<file path="src/rtl/melody_recall_core.sv">
// melody_recall_core
//   Melody memory game core. Plays the first cur_len notes of a stored
//   melody, then checks keypad entries note by note. Each fully correct round
//   grows the melody by one note. A round at MAX_NOTES length wins. Wrong keys
//   and input timeouts cost a life. The game is lost when no lives remain.
//
// Ports
//   clk, reset            single clock, synchronous active-high reset
//   seq_wr_en/seq_wr_data melody load (IDLE only); slot i = bits [i*NOTE_W +: NOTE_W]
//   start                 start a game (IDLE) or restart one (WIN/LOSE)
//   key_valid/key_code    one-cycle key strobe and its note code
//   tone_out/led_out      note being played or echoed (0 = silence)
//   playing, awaiting_key playback / key-wait status
//   cur_len, key_idx      round length and next expected key index
//   miss                  one-cycle pulse on a wrong key or a timeout
//   lives_left            remaining lives
//   game_won, game_over   terminal states
module melody_recall_core #(
    parameter  int NOTE_W        = 4,
    parameter  int MAX_NOTES     = 8,
    parameter  int START_LEN     = 3,
    parameter  int TONE_TICKS    = 4,
    parameter  int GAP_TICKS     = 2,
    parameter  int ECHO_TICKS    = 3,
    parameter  int LIVES         = 3,
    parameter  int INPUT_TIMEOUT = 0,
    localparam int LEN_W         = $clog2(MAX_NOTES + 1)
) (
    input  logic                        clk,
    input  logic                        reset,
    input  logic                        seq_wr_en,
    input  logic [NOTE_W*MAX_NOTES-1:0] seq_wr_data,
    input  logic                        start,
    input  logic                        key_valid,
    input  logic [NOTE_W-1:0]           key_code,
    output logic [NOTE_W-1:0]           tone_out,
    output logic [NOTE_W-1:0]           led_out,
    output logic                        playing,
    output logic                        awaiting_key,
    output logic [LEN_W-1:0]            cur_len,
    output logic [LEN_W-1:0]            key_idx,
    output logic                        miss,
    output logic [3:0]                  lives_left,
    output logic                        game_won,
    output logic                        game_over
);

    localparam int IDX_W   = (MAX_NOTES > 1) ? $clog2(MAX_NOTES) : 1;
    localparam int TMAX_A  = (TONE_TICKS > GAP_TICKS) ? TONE_TICKS : GAP_TICKS;
    localparam int TMAX    = (TMAX_A > ECHO_TICKS) ? TMAX_A : ECHO_TICKS;
    localparam int TICK_W  = $clog2(TMAX + 1);
    localparam int WT_W    = (INPUT_TIMEOUT > 0) ? $clog2(INPUT_TIMEOUT + 1) : 1;
    localparam int WT_LAST = (INPUT_TIMEOUT > 0) ? INPUT_TIMEOUT - 1 : 0;

    // S_MISS is a one-cycle silent state for timeouts: it carries the miss
    // pulse without an echo before the replay starts.
    typedef enum logic [2:0] {
        S_IDLE, S_PLAY_ON, S_PLAY_OFF, S_WAIT_KEY, S_ECHO, S_MISS, S_WIN, S_LOSE
    } state_t;

    state_t                             state_q, state_d;
    logic [MAX_NOTES-1:0][NOTE_W-1:0]   mel_q, mel_d;
    logic                               loaded_q, loaded_d;
    logic [LEN_W-1:0]                   cur_len_q, cur_len_d;
    logic [LEN_W-1:0]                   play_idx_q, play_idx_d;
    logic [LEN_W-1:0]                   key_idx_q, key_idx_d;
    logic [3:0]                         lives_q, lives_d;
    logic [TICK_W-1:0]                  tick_q, tick_d;
    logic [WT_W-1:0]                    wait_q, wait_d;
    logic [NOTE_W-1:0]                  echo_q, echo_d;
    logic                               match_q, match_d;
    logic                               do_miss, do_start;
    logic                               last_idx, timeout;

    assign last_idx = (key_idx_q == cur_len_q - LEN_W'(1));
    assign timeout  = (INPUT_TIMEOUT > 0) && (wait_q == WT_W'(WT_LAST));

    always_comb begin
        state_d    = state_q;
        mel_d      = mel_q;
        loaded_d   = loaded_q;
        cur_len_d  = cur_len_q;
        play_idx_d = play_idx_q;
        key_idx_d  = key_idx_q;
        lives_d    = lives_q;
        tick_d     = '0;
        wait_d     = '0;
        echo_d     = echo_q;
        match_d    = match_q;
        do_miss    = 1'b0;
        do_start   = 1'b0;

        case (state_q)
            S_IDLE: begin
                if (seq_wr_en) begin
                    mel_d    = seq_wr_data;
                    loaded_d = 1'b1;
                end
                // A melody written on the start cycle counts as loaded.
                if (start && (loaded_q || seq_wr_en)) do_start = 1'b1;
            end
            S_PLAY_ON: begin
                if (tick_q == TICK_W'(TONE_TICKS - 1)) state_d = S_PLAY_OFF;
                else                                   tick_d  = tick_q + TICK_W'(1);
            end
            S_PLAY_OFF: begin
                if (tick_q == TICK_W'(GAP_TICKS - 1)) begin
                    if (play_idx_q == cur_len_q - LEN_W'(1)) begin
                        state_d   = S_WAIT_KEY;
                        key_idx_d = '0;
                    end else begin
                        state_d    = S_PLAY_ON;
                        play_idx_d = play_idx_q + LEN_W'(1);
                    end
                end else begin
                    tick_d = tick_q + TICK_W'(1);
                end
            end
            S_WAIT_KEY: begin
                // A key arriving on the timeout cycle takes priority.
                if (key_valid) begin
                    echo_d  = key_code;
                    match_d = (key_code == mel_q[key_idx_q[IDX_W-1:0]]);
                    state_d = S_ECHO;
                end else if (timeout) begin
                    state_d = S_MISS;
                end else if (INPUT_TIMEOUT > 0) begin
                    wait_d = wait_q + WT_W'(1);
                end
            end
            S_ECHO: begin
                if (tick_q == TICK_W'(ECHO_TICKS - 1)) begin
                    if (!match_q) begin
                        do_miss = 1'b1;
                    end else if (!last_idx) begin
                        state_d   = S_WAIT_KEY;
                        key_idx_d = key_idx_q + LEN_W'(1);
                    end else if (cur_len_q == LEN_W'(MAX_NOTES)) begin
                        state_d = S_WIN;
                    end else begin
                        state_d    = S_PLAY_ON;
                        cur_len_d  = cur_len_q + LEN_W'(1);
                        play_idx_d = '0;
                        key_idx_d  = '0;
                    end
                end else begin
                    tick_d = tick_q + TICK_W'(1);
                end
            end
            S_MISS: do_miss = 1'b1;
            S_WIN, S_LOSE: begin
                if (start) do_start = 1'b1;
            end
            default: state_d = S_IDLE;
        endcase

        if (do_miss) begin
            lives_d    = lives_q - 4'd1;
            play_idx_d = '0;
            key_idx_d  = '0;
            state_d    = (lives_q == 4'd1) ? S_LOSE : S_PLAY_ON;
        end

        if (do_start) begin
            state_d    = S_PLAY_ON;
            cur_len_d  = LEN_W'(START_LEN);
            lives_d    = 4'(LIVES);
            play_idx_d = '0;
            key_idx_d  = '0;
        end
    end

    always_ff @(posedge clk) begin
        if (reset) begin
            state_q    <= S_IDLE;
            mel_q      <= '0;
            loaded_q   <= 1'b0;
            cur_len_q  <= LEN_W'(START_LEN);
            play_idx_q <= '0;
            key_idx_q  <= '0;
            lives_q    <= 4'(LIVES);
            tick_q     <= '0;
            wait_q     <= '0;
            echo_q     <= '0;
            match_q    <= 1'b0;
        end else begin
            state_q    <= state_d;
            mel_q      <= mel_d;
            loaded_q   <= loaded_d;
            cur_len_q  <= cur_len_d;
            play_idx_q <= play_idx_d;
            key_idx_q  <= key_idx_d;
            lives_q    <= lives_d;
            tick_q     <= tick_d;
            wait_q     <= wait_d;
            echo_q     <= echo_d;
            match_q    <= match_d;
        end
    end

    always_comb begin
        tone_out = '0;
        case (state_q)
            S_PLAY_ON: tone_out = mel_q[play_idx_q[IDX_W-1:0]];
            S_ECHO:    tone_out = echo_q;
            default:   tone_out = '0;
        endcase
    end

    assign led_out      = tone_out;
    assign playing      = (state_q == S_PLAY_ON) || (state_q == S_PLAY_OFF);
    assign awaiting_key = (state_q == S_WAIT_KEY);
    assign cur_len      = cur_len_q;
    assign key_idx      = key_idx_q;
    assign lives_left   = lives_q;
    assign game_won     = (state_q == S_WIN);
    assign game_over    = (state_q == S_LOSE);
    // Wrong key: pulse on the first echo cycle. Timeout: pulse in S_MISS.
    assign miss         = ((state_q == S_ECHO) && (tick_q == '0) && !match_q) ||
                          (state_q == S_MISS);

endmodule
</file>
<file path="config.mk">
export PLATFORM = sky130hd
export DESIGN_NAME = melody_recall_core
export DESIGN_NICKNAME = d
export VERILOG_FILES = /design/src/rtl/melody_recall_core.sv
export SDC_FILE = /design/constraint.sdc
export NUM_CORES = 1
export LEC_CHECK = 0
export ABC_AREA = 1
export CAP_MARGIN = 10
export CORE_UTILIZATION = 53
export DETAILED_ROUTE_END_ITERATION = 8
export GPL_TIMING_DRIVEN = 0
export HOLD_SLACK_MARGIN = 0.15
export PLACE_DENSITY = 0.81
export SLEW_MARGIN = 20
export SYNTH_ARGS = -nofsm -noshare
export SYNTH_HDL_FRONTEND = slang
export SYNTH_SLANG_ARGS = --single-unit
</file>
<file path="constraint.sdc">
create_clock -name clk -period 2.65 [get_ports clk]
set_clock_uncertainty 0.1 [all_clocks]
set_input_delay 0.53 -clock clk [delete_from_list [all_inputs] [get_ports clk]]
set_output_delay 0.53 -clock clk [all_outputs]
set_load 0.05 [all_outputs]
</file>
==> results.sh <==
export IMPL_wirelength_um=10600
export IMPL_setup_repair_after_global_routing_missed_its_margin="no"
export IMPL_power_leakage_nw=1.96
export IMPL_violated_checks="DRC"
export IMPL_dieHeight_um=84.4
export IMPL_crit_path_start_kind="flop"
export IMPL_vias_per_cell=5.72
export IMPL_start_util_pct=55.7
export IMPL_floorplan_io_pins=66
export IMPL_routed_via_count=4078
export IMPL_final_worst_setup_slack_ps=37.4
export IMPL_synth_async_reset_ratio_pct=0
export IMPL_num_nets_final=687
export IMPL_port_buffer_count=65
export IMPL_final_setup_viol_count=0
export IMPL_tritoncts_clock_tree="done"
export IMPL_tns_setup_ps=0
export IMPL_rows=29
export IMPL_grt_antenna_before_repair=0
export IMPL_diodes=0
export IMPL_syn_instance_count=555
export IMPL_report_power_total_mw=3.45
export IMPL_drt_wirelength_per_cell_um=14.9
export IMPL_timing_hold_worst_class="reg2reg"
export IMPL_status="finished with violations"
export IMPL_synth_yosys_warnings=0
export IMPL_cts_sink_count=60
export IMPL_ctsRootBufferMaster="clkbuf_8"
export IMPL_grt_first_pass_wirelength_um=17500
export IMPL_dpl_cell_area_mm2=0.00434
export IMPL_slew_limit_headroom_pct=63.8
export IMPL_synthMostInstantiatedCell="nand2_1"
export IMPL_die_area_mm2=0.00712
export IMPL_netlist_cell_type_count=30
export IMPL_powerDensity_mw_per_mm2=765
export IMPL_min_period_ps=2610
export IMPL_worst_supply_voltage_drop_on_vdd_mv=0.477
export IMPL_worst_endpoint_arrival_ps=1980
export IMPL_timing_max_cap_violations=0
export IMPL_cts_inserted_buffers=9
export IMPL_worst_setup_path_type="reg2out"
export IMPL_synthesis_area_per_instance_um2=6.48
export IMPL_worst_path_max_delay_cell="dfxtp_2"
export IMPL_synth_largest_area_cell="dfxtp_1"
export IMPL_synth_cell_area_mm2=0.00359
export IMPL_drtAntennaViolNets=0
export IMPL_final_hold_viol_count=0
export IMPL_std_cell_core_area_mm2=0.00646
export IMPL_place_gp_congestion=0.929
export IMPL_place_detailed_hpwl_um=7730
export IMPL_grt_max_degree=11
export IMPL_fmax_mhz=383
export IMPL_highest_net_fanout_along_the_worst_path=10
export IMPL_ff_latch_area_mm2=0.00120
export IMPL_most_used_flip_flop_cell_after_synthesis="dfxtp_1"
export IMPL_cts_reportedPaths_clkPinSlew_ps=70
export IMPL_drt_first_pass_iters=7
export IMPL_track_usage_pct=31.2
export IMPL_mappedNetlistNets=609
export IMPL_synth_edff_count=0
export IMPL_drcViolationCount=4
export IMPL_final_cell_area_mm2=0.00451
export IMPL_n_fill_cell=583
export IMPL_overflow=0
export IMPL_ctsHtreeMaxLevel=3
export IMPL_finalMaxSlewViolations=0
export IMPL_crit_path_max_incr_delay_ps=390
export IMPL_detailedRoute_firstIterationViolations=379
export IMPL_synth_seq_cells=60
export IMPL_final_layout_size_suffix_gt1_share_pct=8.81
export IMPL_areaGrowthSynthToFinish_pct=25.4
export IMPL_clk_latency_ps=340
export IMPL_worst_pin_slew_ps=543
export IMPL_post_place_ws_ps=-686
export IMPL_vias_in_the_first_global_route=3828
export IMPL_multi_input_comb_area_mm2=0.00197
export IMPL_die_x_um=84.4
export IMPL_hold_worst_slack_ps=357
export IMPL_worst_ep_required_time_ps=2020
export IMPL_path_cells="inv_4, clkbuf_4, o21ai_0, nand3_1, nand3_1, o21ai_0, buf_4, buf_4"
export IMPL_synth_top_cells_by_area="dfxtp_1 33%, nand2_1 12%, a21oi_1 10%"
export IMPL_post_synth_most_frequent_cells="111 x nand2_1, 74 x inv_1, 73 x a21oi_1, 68 x nand3_1, 63 x o21ai_0"
export IMPL_sequential_share_of_the_synthesized_area_pct=33.4
export IMPL_netlist_area_leader_share_pct=33.4
export IMPL_max_clock_buf_depth=2
export IMPL_min_period_over_period_pct=98.6
export IMPL_worst_setup_path_end_kind="primary output"
-- per-stage QoR --
stage,util (%),instances
6_report,69.8,713
5_1_grt,69.8,713
4_1_cts,69.4,711
3_5_place_dp,67.2,697
3_3_place_gp,67.2,697
2_1_floorplan,-,555
-- flip-flops by register name, summed over array words and instances (netlist names) --
signal / count
mel_q: 32
echo_q: 4
key_idx: 4
lives_left: 4
match_q: 1
play_idx_q: 4
cur_len: 4
loaded_q: 1
tick_q: 3
state_q: 3
-- routing by layer --
layer	vias to the layer above	wire (um)	track usage (%)
met2	230	4980	51.9
met3	48	980	6.10
met5	-	0	0
li1	1976	-	-
met4	0	399	16.0
met1	1824	4250	38.6
-- kinds of logic after synthesis --
family          after synthesis  share of synthesized area (%)
flops                        60                           33.4
compound gates              146                           21.0
buf+inv                     107                           11.9
fa+ha+maj                    13                           4.52
xor+xnor                      4                          0.975
simple gates                225                           28.2
-- worst max-delay path, delay by kind of cell, from the launching register on --
family	cells	cell delay (ps)
AOI/OAI and AO/OA	2	360
buffers and inverters	4	640
and+or+nand+nor	2	260
DFF	1	390
-- layout by cell type (no fill, tap or decap) --
| cell | Yosys | routed |
|---|---|---|
| xor2_1 | 3 | 3 |
| nand2_1 | 111 | 111 |
| clkbuf_8 | 0 | 10 |
| nor2_4 | 1 | 1 |
| nand3b_1 | 2 | 2 |
| or2_1 | 1 | 1 |
| clkbuf_2 | 0 | 2 |
| nor3_2 | 2 | 1 |
| inv_4 | 0 | 2 |
| clkinv_2 | 0 | 3 |
| clkinvlp_4 | 0 | 1 |
| nand3_1 | 68 | 68 |
| dfxtp_2 | 0 | 1 |
| inv_2 | 4 | 4 |
| clkbuf_4 | 0 | 2 |
| inv_1 | 74 | 74 |
| nand3_4 | 1 | 1 |
| nand3_2 | 2 | 2 |
| buf_6 | 0 | 1 |
| dfxtp_1 | 60 | 59 |
| nand4_1 | 3 | 3 |
| nor3_4 | 1 | 2 |
| a21oi_1 | 73 | 73 |
| nor3_1 | 1 | 1 |
| buf_2 | 3 | 7 |
| o211ai_1 | 5 | 5 |
| clkdlybuf4s50_1 | 0 | 54 |
| o21ai_1 | 3 | 7 |
| dlygate4sd2_1 | 0 | 2 |
| clkbuf_1 | 17 | 14 |
| nand2_2 | 2 | 2 |
| o21ai_2 | 1 | 1 |
| nor4_1 | 1 | 1 |
| o21ai_0 | 63 | 59 |
| a21boi_2 | 1 | 1 |
| ha_1 | 13 | 13 |
| buf_4 | 6 | 12 |
| xnor2_1 | 1 | 1 |
| nor2_1 | 29 | 29 |
-- where the power goes --
part	leakage (nW)	internal (mW)	switching (mW)
clock	0.0848	0.350	0.360
combinational	1.38	0.487	1.05
sequential	0.492	1.10	0.108
total	1.96	1.93	1.52
-- path summary, 6_finish.rpt --
kind | from | to | slack, ps | cells past startpoint
max | play_idx_q[0] | tone_out[0] | 40 | 8
min | loaded_q | loaded_q | 360 | 2
max reg2reg | cur_len[0] | play_idx_q[0] | 270 | 11
min reg2reg | loaded_q | loaded_q | 360 | 2
-- timing repair --
action,4_1_cts,5_1_grt
pin swaps,0,0
endpoints found under the setup margin,11,16
buffers inserted,0,2
hold buffers,0,0
gates resized for setup,58,13
-- final cells by class --
type                       count  area share [%]
multi-input combinational    388            43.7
sequential                    60            26.7
timing repair buffer          67            13.9
inverter                      81            6.94
clock buffer                  11            3.14
buffer                        26            3.11
tap                           77            2.14
clock inverter                 3           0.333
Power figures use the tool's default switching activity.
